$ cat src/rtl/iir_pole.sv
// -----------------------------------------------------------------------------
// iir_pole -- recursive (pole) half of a biquad IIR filter.
//
// Computes y[n] = (x[n] - A1*y[n-1] - A2*y[n-2]) / 2^SHIFT with a single
// time-shared multiplier driven by a four-state FSM:
//   IDLE -> MAC1 -> MAC2 -> OUT -> IDLE
// One sample is accepted at most every 4 clocks. The result is rounded half up,
// saturated to DOUT_W bits, and the saturated value is fed back as history.
//
// Ports
//   clk        in   1       system clock, rising edge
//   rst_n      in   1       asynchronous active-low reset
//   clr        in   1       synchronous clear: flush history, drop in-flight sample
//   in_valid   in   1       Xin valid
//   in_ready   out  1       block accepts a sample this cycle (state == IDLE)
//   Xin        in   DIN_W   signed input sample x[n]
//   Xout       out  DOUT_W  signed output y[n], held until the next result
//   out_valid  out  1       one-cycle pulse, Xout updated
//   sat        out  1       one-cycle pulse with out_valid, result was clipped
// -----------------------------------------------------------------------------
module iir_pole #(
  parameter int        DIN_W  = 25,
  parameter int        DOUT_W = 12,
  parameter int        COE_W  = 12,
  parameter int        SHIFT  = 10,
  parameter int signed A1     = -1910,
  parameter int signed A2     = 888
) (
  input  logic                     clk,
  input  logic                     rst_n,
  input  logic                     clr,
  input  logic                     in_valid,
  output logic                     in_ready,
  input  logic signed [DIN_W-1:0]  Xin,
  output logic signed [DOUT_W-1:0] Xout,
  output logic                     out_valid,
  output logic                     sat
);

  // Two guard bits on top of the largest operand sum: the accumulator can
  // never wrap for any input and any saturated history.
  localparam int ACC_W  = DIN_W + COE_W + 2;
  localparam int PROD_W = COE_W + DOUT_W;
  localparam int R_W    = ACC_W - SHIFT;

  localparam logic signed [COE_W-1:0]  C_A1   = A1[COE_W-1:0];
  localparam logic signed [COE_W-1:0]  C_A2   = A2[COE_W-1:0];
  localparam logic signed [ACC_W-1:0]  C_HALF =
    {{(ACC_W-SHIFT){1'b0}}, 1'b1, {(SHIFT-1){1'b0}}};
  localparam logic signed [DOUT_W-1:0] C_MAX  = {1'b0, {(DOUT_W-1){1'b1}}};
  localparam logic signed [DOUT_W-1:0] C_MIN  = {1'b1, {(DOUT_W-1){1'b0}}};

  typedef enum logic [1:0] {
    S_IDLE = 2'd0,
    S_MAC1 = 2'd1,
    S_MAC2 = 2'd2,
    S_OUT  = 2'd3
  } state_t;

  state_t r_state;
  state_t w_state_next;

  logic signed [ACC_W-1:0]  r_acc;
  logic signed [DOUT_W-1:0] r_y1;
  logic signed [DOUT_W-1:0] r_y2;
  logic signed [DOUT_W-1:0] r_xout;
  logic                     r_out_valid;
  logic                     r_sat;

  logic                     w_accept;
  logic signed [COE_W-1:0]  w_coef;
  logic signed [DOUT_W-1:0] w_hist;
  logic signed [PROD_W-1:0] w_coef_ext;
  logic signed [PROD_W-1:0] w_hist_ext;
  logic signed [PROD_W-1:0] w_prod;
  logic signed [ACC_W-1:0]  w_prod_ext;
  logic signed [ACC_W-1:0]  w_xin_ext;
  logic signed [ACC_W-1:0]  w_acc_mac;
  logic signed [ACC_W-1:0]  w_acc_rnd;
  logic signed [R_W-1:0]    w_r;
  logic [R_W-DOUT_W:0]      w_r_hi;
  logic                     w_ovf;
  logic signed [DOUT_W-1:0] w_y_sat;

  // ---------------------------------------------------------------------------
  // FSM: state register and next-state / handshake logic
  // ---------------------------------------------------------------------------
  always_ff @(posedge clk or negedge rst_n) begin
    if (!rst_n) begin
      r_state <= S_IDLE;
    end else if (clr) begin
      r_state <= S_IDLE;
    end else begin
      r_state <= w_state_next;
    end
  end

  always_comb begin
    w_state_next = r_state;
    in_ready     = 1'b0;
    w_accept     = 1'b0;
    case (r_state)
      S_IDLE: begin
        in_ready = 1'b1;
        w_accept = in_valid;
        if (in_valid) begin
          w_state_next = S_MAC1;
        end
      end
      S_MAC1:  w_state_next = S_MAC2;
      S_MAC2:  w_state_next = S_OUT;
      S_OUT:   w_state_next = S_IDLE;
      default: w_state_next = S_IDLE;
    endcase
  end

  // ---------------------------------------------------------------------------
  // Shared multiplier: MAC2 uses (A2, y2), every other state presents (A1, y1).
  // Operands are widened to the full product width first, so the truncated
  // product is exact.
  // ---------------------------------------------------------------------------
  assign w_coef     = (r_state == S_MAC2) ? C_A2 : C_A1;
  assign w_hist     = (r_state == S_MAC2) ? r_y2 : r_y1;
  assign w_coef_ext = {{DOUT_W{w_coef[COE_W-1]}}, w_coef};
  assign w_hist_ext = {{COE_W{w_hist[DOUT_W-1]}}, w_hist};
  assign w_prod     = w_coef_ext * w_hist_ext;
  assign w_prod_ext = {{(ACC_W-PROD_W){w_prod[PROD_W-1]}}, w_prod};
  assign w_xin_ext  = {{(ACC_W-DIN_W){Xin[DIN_W-1]}}, Xin};
  assign w_acc_mac  = r_acc - w_prod_ext;

  // ---------------------------------------------------------------------------
  // Round half up, then arithmetic shift: dropping the low SHIFT bits of a
  // two's-complement value is a floor division.
  // ---------------------------------------------------------------------------
  assign w_acc_rnd = r_acc + C_HALF;
  assign w_r       = w_acc_rnd[ACC_W-1:SHIFT];

  // In range exactly when all bits from the output sign bit upward agree.
  assign w_r_hi  = w_r[R_W-1:DOUT_W-1];
  assign w_ovf   = !((&w_r_hi) || !(|w_r_hi));
  assign w_y_sat = w_ovf ? (w_r[R_W-1] ? C_MIN : C_MAX) : w_r[DOUT_W-1:0];

  // ---------------------------------------------------------------------------
  // Datapath registers
  // ---------------------------------------------------------------------------
  always_ff @(posedge clk or negedge rst_n) begin
    if (!rst_n) begin
      r_acc       <= '0;
      r_y1        <= '0;
      r_y2        <= '0;
      r_xout      <= '0;
      r_out_valid <= 1'b0;
      r_sat       <= 1'b0;
    end else if (clr) begin
      // Xout deliberately keeps its last value across a clear.
      r_acc       <= '0;
      r_y1        <= '0;
      r_y2        <= '0;
      r_out_valid <= 1'b0;
      r_sat       <= 1'b0;
    end else begin
      r_out_valid <= 1'b0;
      r_sat       <= 1'b0;
      case (r_state)
        S_IDLE: begin
          if (w_accept) begin
            r_acc <= w_xin_ext;
          end
        end
        S_MAC1, S_MAC2: begin
          r_acc <= w_acc_mac;
        end
        S_OUT: begin
          r_xout      <= w_y_sat;
          r_sat       <= w_ovf;
          r_out_valid <= 1'b1;
          // History holds the clipped value so the loop stays bounded.
          r_y2        <= r_y1;
          r_y1        <= w_y_sat;
        end
        default: begin
          r_acc <= r_acc;
        end
      endcase
    end
  end

  assign Xout      = r_xout;
  assign out_valid = r_out_valid;
  assign sat       = r_sat;

endmodule

$ cat config.mk
export PLATFORM = sky130hd
export DESIGN_NAME = iir_pole
export DESIGN_NICKNAME = d
export VERILOG_FILES = /design/src/rtl/iir_pole.sv
export SDC_FILE = /design/constraint.sdc
export NUM_CORES = 1
export LEC_CHECK = 0
export ABC_AREA = 0
export CELL_PAD_IN_SITES_DETAIL_PLACEMENT = 0
export CELL_PAD_IN_SITES_GLOBAL_PLACEMENT = 1
export CORE_UTILIZATION = 30
export CTS_BUF_LIST = sky130_fd_sc_hd__clkbuf_8
export DETAILED_ROUTE_END_ITERATION = 7
export PLACE_DENSITY_LB_ADDON = 0.1
export SYNTH_ARGS = -nofsm -noshare
export SYNTH_HDL_FRONTEND = slang
export SYNTH_SLANG_ARGS = --single-unit
$ cat constraint.sdc
create_clock -name clk -period 8.8 [get_ports clk]
set_input_delay 1.76 -clock clk [delete_from_list [all_inputs] [get_ports clk]]
set_output_delay 1.76 -clock clk [all_outputs]
set_load 0.02 [all_outputs]
* Word-level counts from Yosys, hierarchy flattened *
Cells that the tools add are included.

cells by class
  add/subtract/negate cells = 2
  multiply operators = 1
  equality and inequality tests = 5
  muxes and demuxes = 20
  bitwise logic cells = 1
  reductions and logical operators = 11

operators by type and width
  operator                                                          number
  12-bit two-way mux                                                8
  39-bit two-way mux                                                2
  39-bit case mux with 2 select lines                               1
  39-bit by 11-bit adder with 39-bit output, second input constant  1
  39-bit by 24-bit subtractor with 39-bit output                    1
  12-bit by 12-bit multiplier with 24-bit output                    1
  18-bit AND reduction                                              1
  18-bit OR reduction                                               1
  2-bit case mux with 4 select lines                                1
  1-bit two-way mux                                                 6
  3-bit != test, second input constant                              2
  2-bit == test, second input constant                              2
  2-bit two-way mux                                                 2
  2-bit AND reduction                                               2
  3-bit nonzero test                                                1
  2-bit by 1-bit == test with 1-bit output, second input constant   1
  1-bit zero test                                                   2
  2-bit zero test                                                   1
  2-bit nonzero test                                                1
  2-bit OR reduction                                                1
  1-bit logical OR                                                  1
  1-bit NOT                                                         1

word-level totals
  bits in registers = 79
  bits of input ports = 29

* Logic depth before layout (Yosys ltp) *
  depth in word-level cells = 7
  depth in mapped cells = 29
  gate-level depth less buffers = 26

* Least setup slack after synthesis *
OpenSTA, ideal clock, no wires.

  path kind = reg2reg
  from = reg r_state[0]
  to = reg r_acc[38]
  arrival time = 6.858 ns
  path slack = 1.817 ns
  stages on the path, launching flop included = 29
  path through = dfrtp_1 > inv_1 > ha_1 > clkbuf_1 > clkbuf_1 > clkbuf_1 > nand2_1 > inv_1 > ha_1 > ha_1 > nor2_1 > fa_1 > inv_1 > fa_1 > fa_1 > fa_1 > inv_1 > fa_1 > inv_1 > ha_1 > a21o_1 > a221o_1 > a221oi_1 > a31oi_1 > a211o_1 > a21o_1 > nand4_1 > a211o_1 > nand3_1

between the ends
  cells in the longest elaborated chain, start to end = 6
  elaborated cells on any way between the ends = 14

RTL lines
  element                                         line           source
  start: declaration                              60             state_t r_state;
  start signal: assignment                        94             r_state <= w_state_next;
  2-bit == test                                   122, 123, 164
  12-bit two-way mux, on equally long branches    123, 122
  12-bit by 12-bit multiplier with 24-bit output  126            assign w_prod = w_coef_ext * w_hist_ext;
  39-bit by 24-bit subtractor with 39-bit output  129            assign w_acc_mac = r_acc - w_prod_ext;
  39-bit case mux with 2 select lines             164            case (r_state)
  39-bit two-way mux                              154            end else if (clr) begin
  end signal: assignment                          167            r_acc <= w_xin_ext;
  end signal: assignment                          171            r_acc <= w_acc_mac;
  end signal: assignment                          182            r_acc <= r_acc;
  end: declaration                                63             logic signed [ACC_W-1:0] r_acc;

Parallel ways exist; a longest one is shown, timed or not.
A chain may end at the register's enable or synchronous reset.

* Final worst setup path *
  from = reg r_state[0]
  to = reg r_acc[37]

Same word-level chain as after synthesis.

==> results.json <==
{
  "outcome": "complete, no violations",
  "final_max_slew_viol_count": 0,
  "pre_cts_slack_ns": 0.9801,
  "first_global_vias": 8380,
  "worst_pin_slew_ns": 1.104,
  "timing.critical_path.to_type": "flop",
  "total_routing_usage_gr": 0.1807,
  "dr.pass1.iters": 4,
  "final-hold-violation-count": 0,
  "critPathArrivalTime_ns": 8.12,
  "max-clock-path-buffers": 2,
  "place_inst": 1630,
  "dp.final_hpwl_um": 24900,
  "critical_path_class": "reg2reg",
  "post_dr_wirelength_cell_um": 18.39,
  "grt_setup_unrepaired": "no",
  "io_pins": 44,
  "placementRows": 67,
  "dieHeight_um": 188.0,
  "layout_setup_ws_ns": 0.9647,
  "synth_most_common_cell": "inv_1",
  "yosys_warnings": 0,
  "grt-ovfl-total": 0,
  "drc": 0,
  "finClkSkew_ns": 0.02022,
  "worst_slack_on_hold_paths_ns": 0.4840,
  "route.final.wire_length_um": 30260,
  "grt_start_max_net_pins": 53,
  "top_ff_cell_synth": "dfrtp_1",
  "clock_tree.htree_level_count": 3,
  "ys_async_sr_fraction": 1.000,
  "num-fill-cells": 3599,
  "count_of_maximum_capacitance_violations": 0,
  "route.vias.total": 7790,
  "syn_area_per_cell_um2": 9.013,
  "synth_top_area_cell": "fa_1",
  "layout.nets": 1450,
  "area_of_the_die_um2": 35330,
  "area_growth_syn_to_layout_pct": 11.61,
  "cts_inserted_buffers": 9,
  "crit_path_launch_type": "flop",
  "slew_headroom": 0.2626,
  "floorplan.initialDensity": 0.3071,
  "clock_tree.root_cell": "clkbuf_8",
  "holdBufCountCts": 0,
  "route.antenna.remaining_nets": 0,
  "netlist_top_cells_area": "fa_1 23%, dfrtp_1 19%, ha_1 13%, inv_1 7.6%, xnor2_1 4.7%",
  "portBuffers": 42,
  "postCtsSetupRepairBufs": 0,
  "seq_area_frac_synth": 0.1882,
  "final.period_utilization": 0.8904,
  "die_width_um": 188.0,
  "commonest_cells_post_synth": "211 x inv_1, 120 x fa_1, 108 x ha_1, 106 x nand2_1, 78 x dfrtp_1",
  "timing.setup.tns_ns": 0,
  "setup_viol": 0,
  "cts_tree": "built",
  "max_clock_freq_mhz": 127.6,
  "path_max_fanout": 16,
  "cts_resized": 0,
  "synth.lib_cells_used.distinct": 60,
  "clk_pin_slew_worst_setup_hold_paths_ns": 0.10,
  "yosysTopAreaCellShare": 0.2316,
  "tritoncts_num_sinks": 78,
  "cells_after_synthesis": 1151,
  "netlist_area_um2": 10370,
  "final_cell_count_no_fill": 1646,
  "synth-edff-count": 0,
  "worstPathRequired_ns": 9.08,
  "antennaDiodeCount": 0,
  "drc_marker_count_from_the_first_detailed_route_iteration": 333,
  "antenna_found_initial": 0,
  "core_area_um2": 33780,
  "setup.reg_to_reg.worst_slack_ns": 0.96,
  "post_drt_via_cell_ratio": 4.733,
  "routability_congestion_estimate": 0.8252,
  "clk-insertion-delay-late_ns": 0.39,
  "final_layout_size_suffix_gt1_frac": 0.04925,
  "ys_seq_elements": 78,
  "hold_path.class": "reg2reg",
  "grt_first_pass_wirelength_um": 48740,
  "post-route-min-period_ns": 7.835
}
==> path summary, 6_finish.rpt <==
path | startpoint | to | depth (start not counted)
worst max-delay path | r_state[0]$_DFFE_PN0P_ | r_acc[37]$_DFFE_PN0P_ | 23
worst min-delay path | r_acc[4]$_DFFE_PN0P_ | r_acc[4]$_DFFE_PN0P_ | 2
worst max register to register | r_state[0]$_DFFE_PN0P_ | r_acc[37]$_DFFE_PN0P_ | 23
worst min register to register | r_acc[4]$_DFFE_PN0P_ | r_acc[4]$_DFFE_PN0P_ | 2
max in group asynchronous | rst_n | r_y1[8]$_DFFE_PN0P_ | 2
min in group asynchronous | rst_n | r_acc[35]$_DFFE_PN0P_ | 1
==> through the flow <==
step	util	instance area, um2
4_1_cts	0.3427	11580
5_1_grt	0.3427	11580
3_5_place_dp	0.3366	11370
2_1_floorplan	-	10380
3_3_place_gp	0.3366	11370
6_report	0.3427	11580
==> cell type report <==
type                            instances  area, um2  area share
Clock inverter                          5      56.30    0.004863
Sequential cell                        78       1952      0.1686
Inverter                              212      795.8     0.06873
Timing Repair Buffer                   60      553.0     0.04776
Clock buffer                           11      151.4     0.01308
Multi-Input combinational cell        832       7510      0.6486
Tap cell                              448      560.5     0.04841
==> registers in the layout, indices dropped and copies added (netlist names) <==
name       flops
r_y2          12
Xout          12
r_acc         38
r_state        2
out_valid      1
r_y1          12
sat            1
==> per-layer routing <==
| layer | global-route usage | vias to the layer above | part of all wire |
|---|---|---|---|
| li1 | - | 3856 | - |
| met1 | 0.2482 | 3831 | 0.47 |
| met2 | 0.3098 | 86 | 0.50 |
| met3 | 0.01628 | 17 | 0.020 |
| met4 | 0.03346 | 0 | 0.012 |
| met5 | 0 | - | 0 |
==> layout by cell type (no fill, tap or decap), drive strengths merged, types with 3 or more instances in the layout <==
cell / synthesis / final
and3: 5 / 5
a21o: 32 / 32
xor2: 18 / 18
dfrtp: 78 / 78
clkinv: 1 / 3
nor2: 50 / 50
or2: 4 / 4
clkbuf: 24 / 11
nand2: 107 / 107
a31oi: 10 / 10
a21oi: 69 / 69
buf: 6 / 19
o31ai: 3 / 3
inv: 211 / 212
fa: 120 / 120
o21a: 9 / 9
o211ai: 18 / 18
o21bai: 3 / 3
nand3: 25 / 25
mux2i: 33 / 33
xnor2: 56 / 56
nor3: 10 / 10
nand2b: 22 / 22
and2: 6 / 6
ha: 108 / 108
or4: 3 / 3
nand4: 11 / 11
a211o: 3 / 3
or3: 5 / 5
a32oi: 7 / 7
o21ai: 55 / 55
a211oi: 4 / 4
nor2b: 10 / 10
clkdlybuf4s50: 0 / 41
nor4: 6 / 6
==> kinds of logic (layout without fill, tap and decap cells) <==
kind of cell,after synthesis,after routing,share of synthesized area
flops,78,78,0.1882
buf+inv,242,288,0.08925
xor+xnor,74,74,0.06248
simple gates,269,269,0.1264
mux,35,35,0.03401
other cells,1,2,0.0003615
compound gates,224,224,0.1375
fa+ha+maj,228,228,0.3618
==> worst max-delay path, cell delays in order (launching register included) <==
cell	delay [ns]
dfrtp_1	0.40
inv_1	0.11
ha_1	0.65
nand2b_1	0.27
inv_1	0.12
fa_1	0.55
inv_1	0.07
fa_1	0.82
fa_1	0.52
fa_1	0.47
fa_1	0.54
inv_1	0.05
fa_1	0.50
inv_1	0.04
ha_1	0.35
a21o_1	0.23
a21o_1	0.22
or3_1	0.36
a31oi_1	0.25
o21a_1	0.25
a21oi_1	0.14
o21a_1	0.30
mux2_2	0.31
a22o_1	0.17
Power is left out: the tool's default activity adds up to more than one toggle a clock period on the data nets, which glitch-free logic cannot reach.
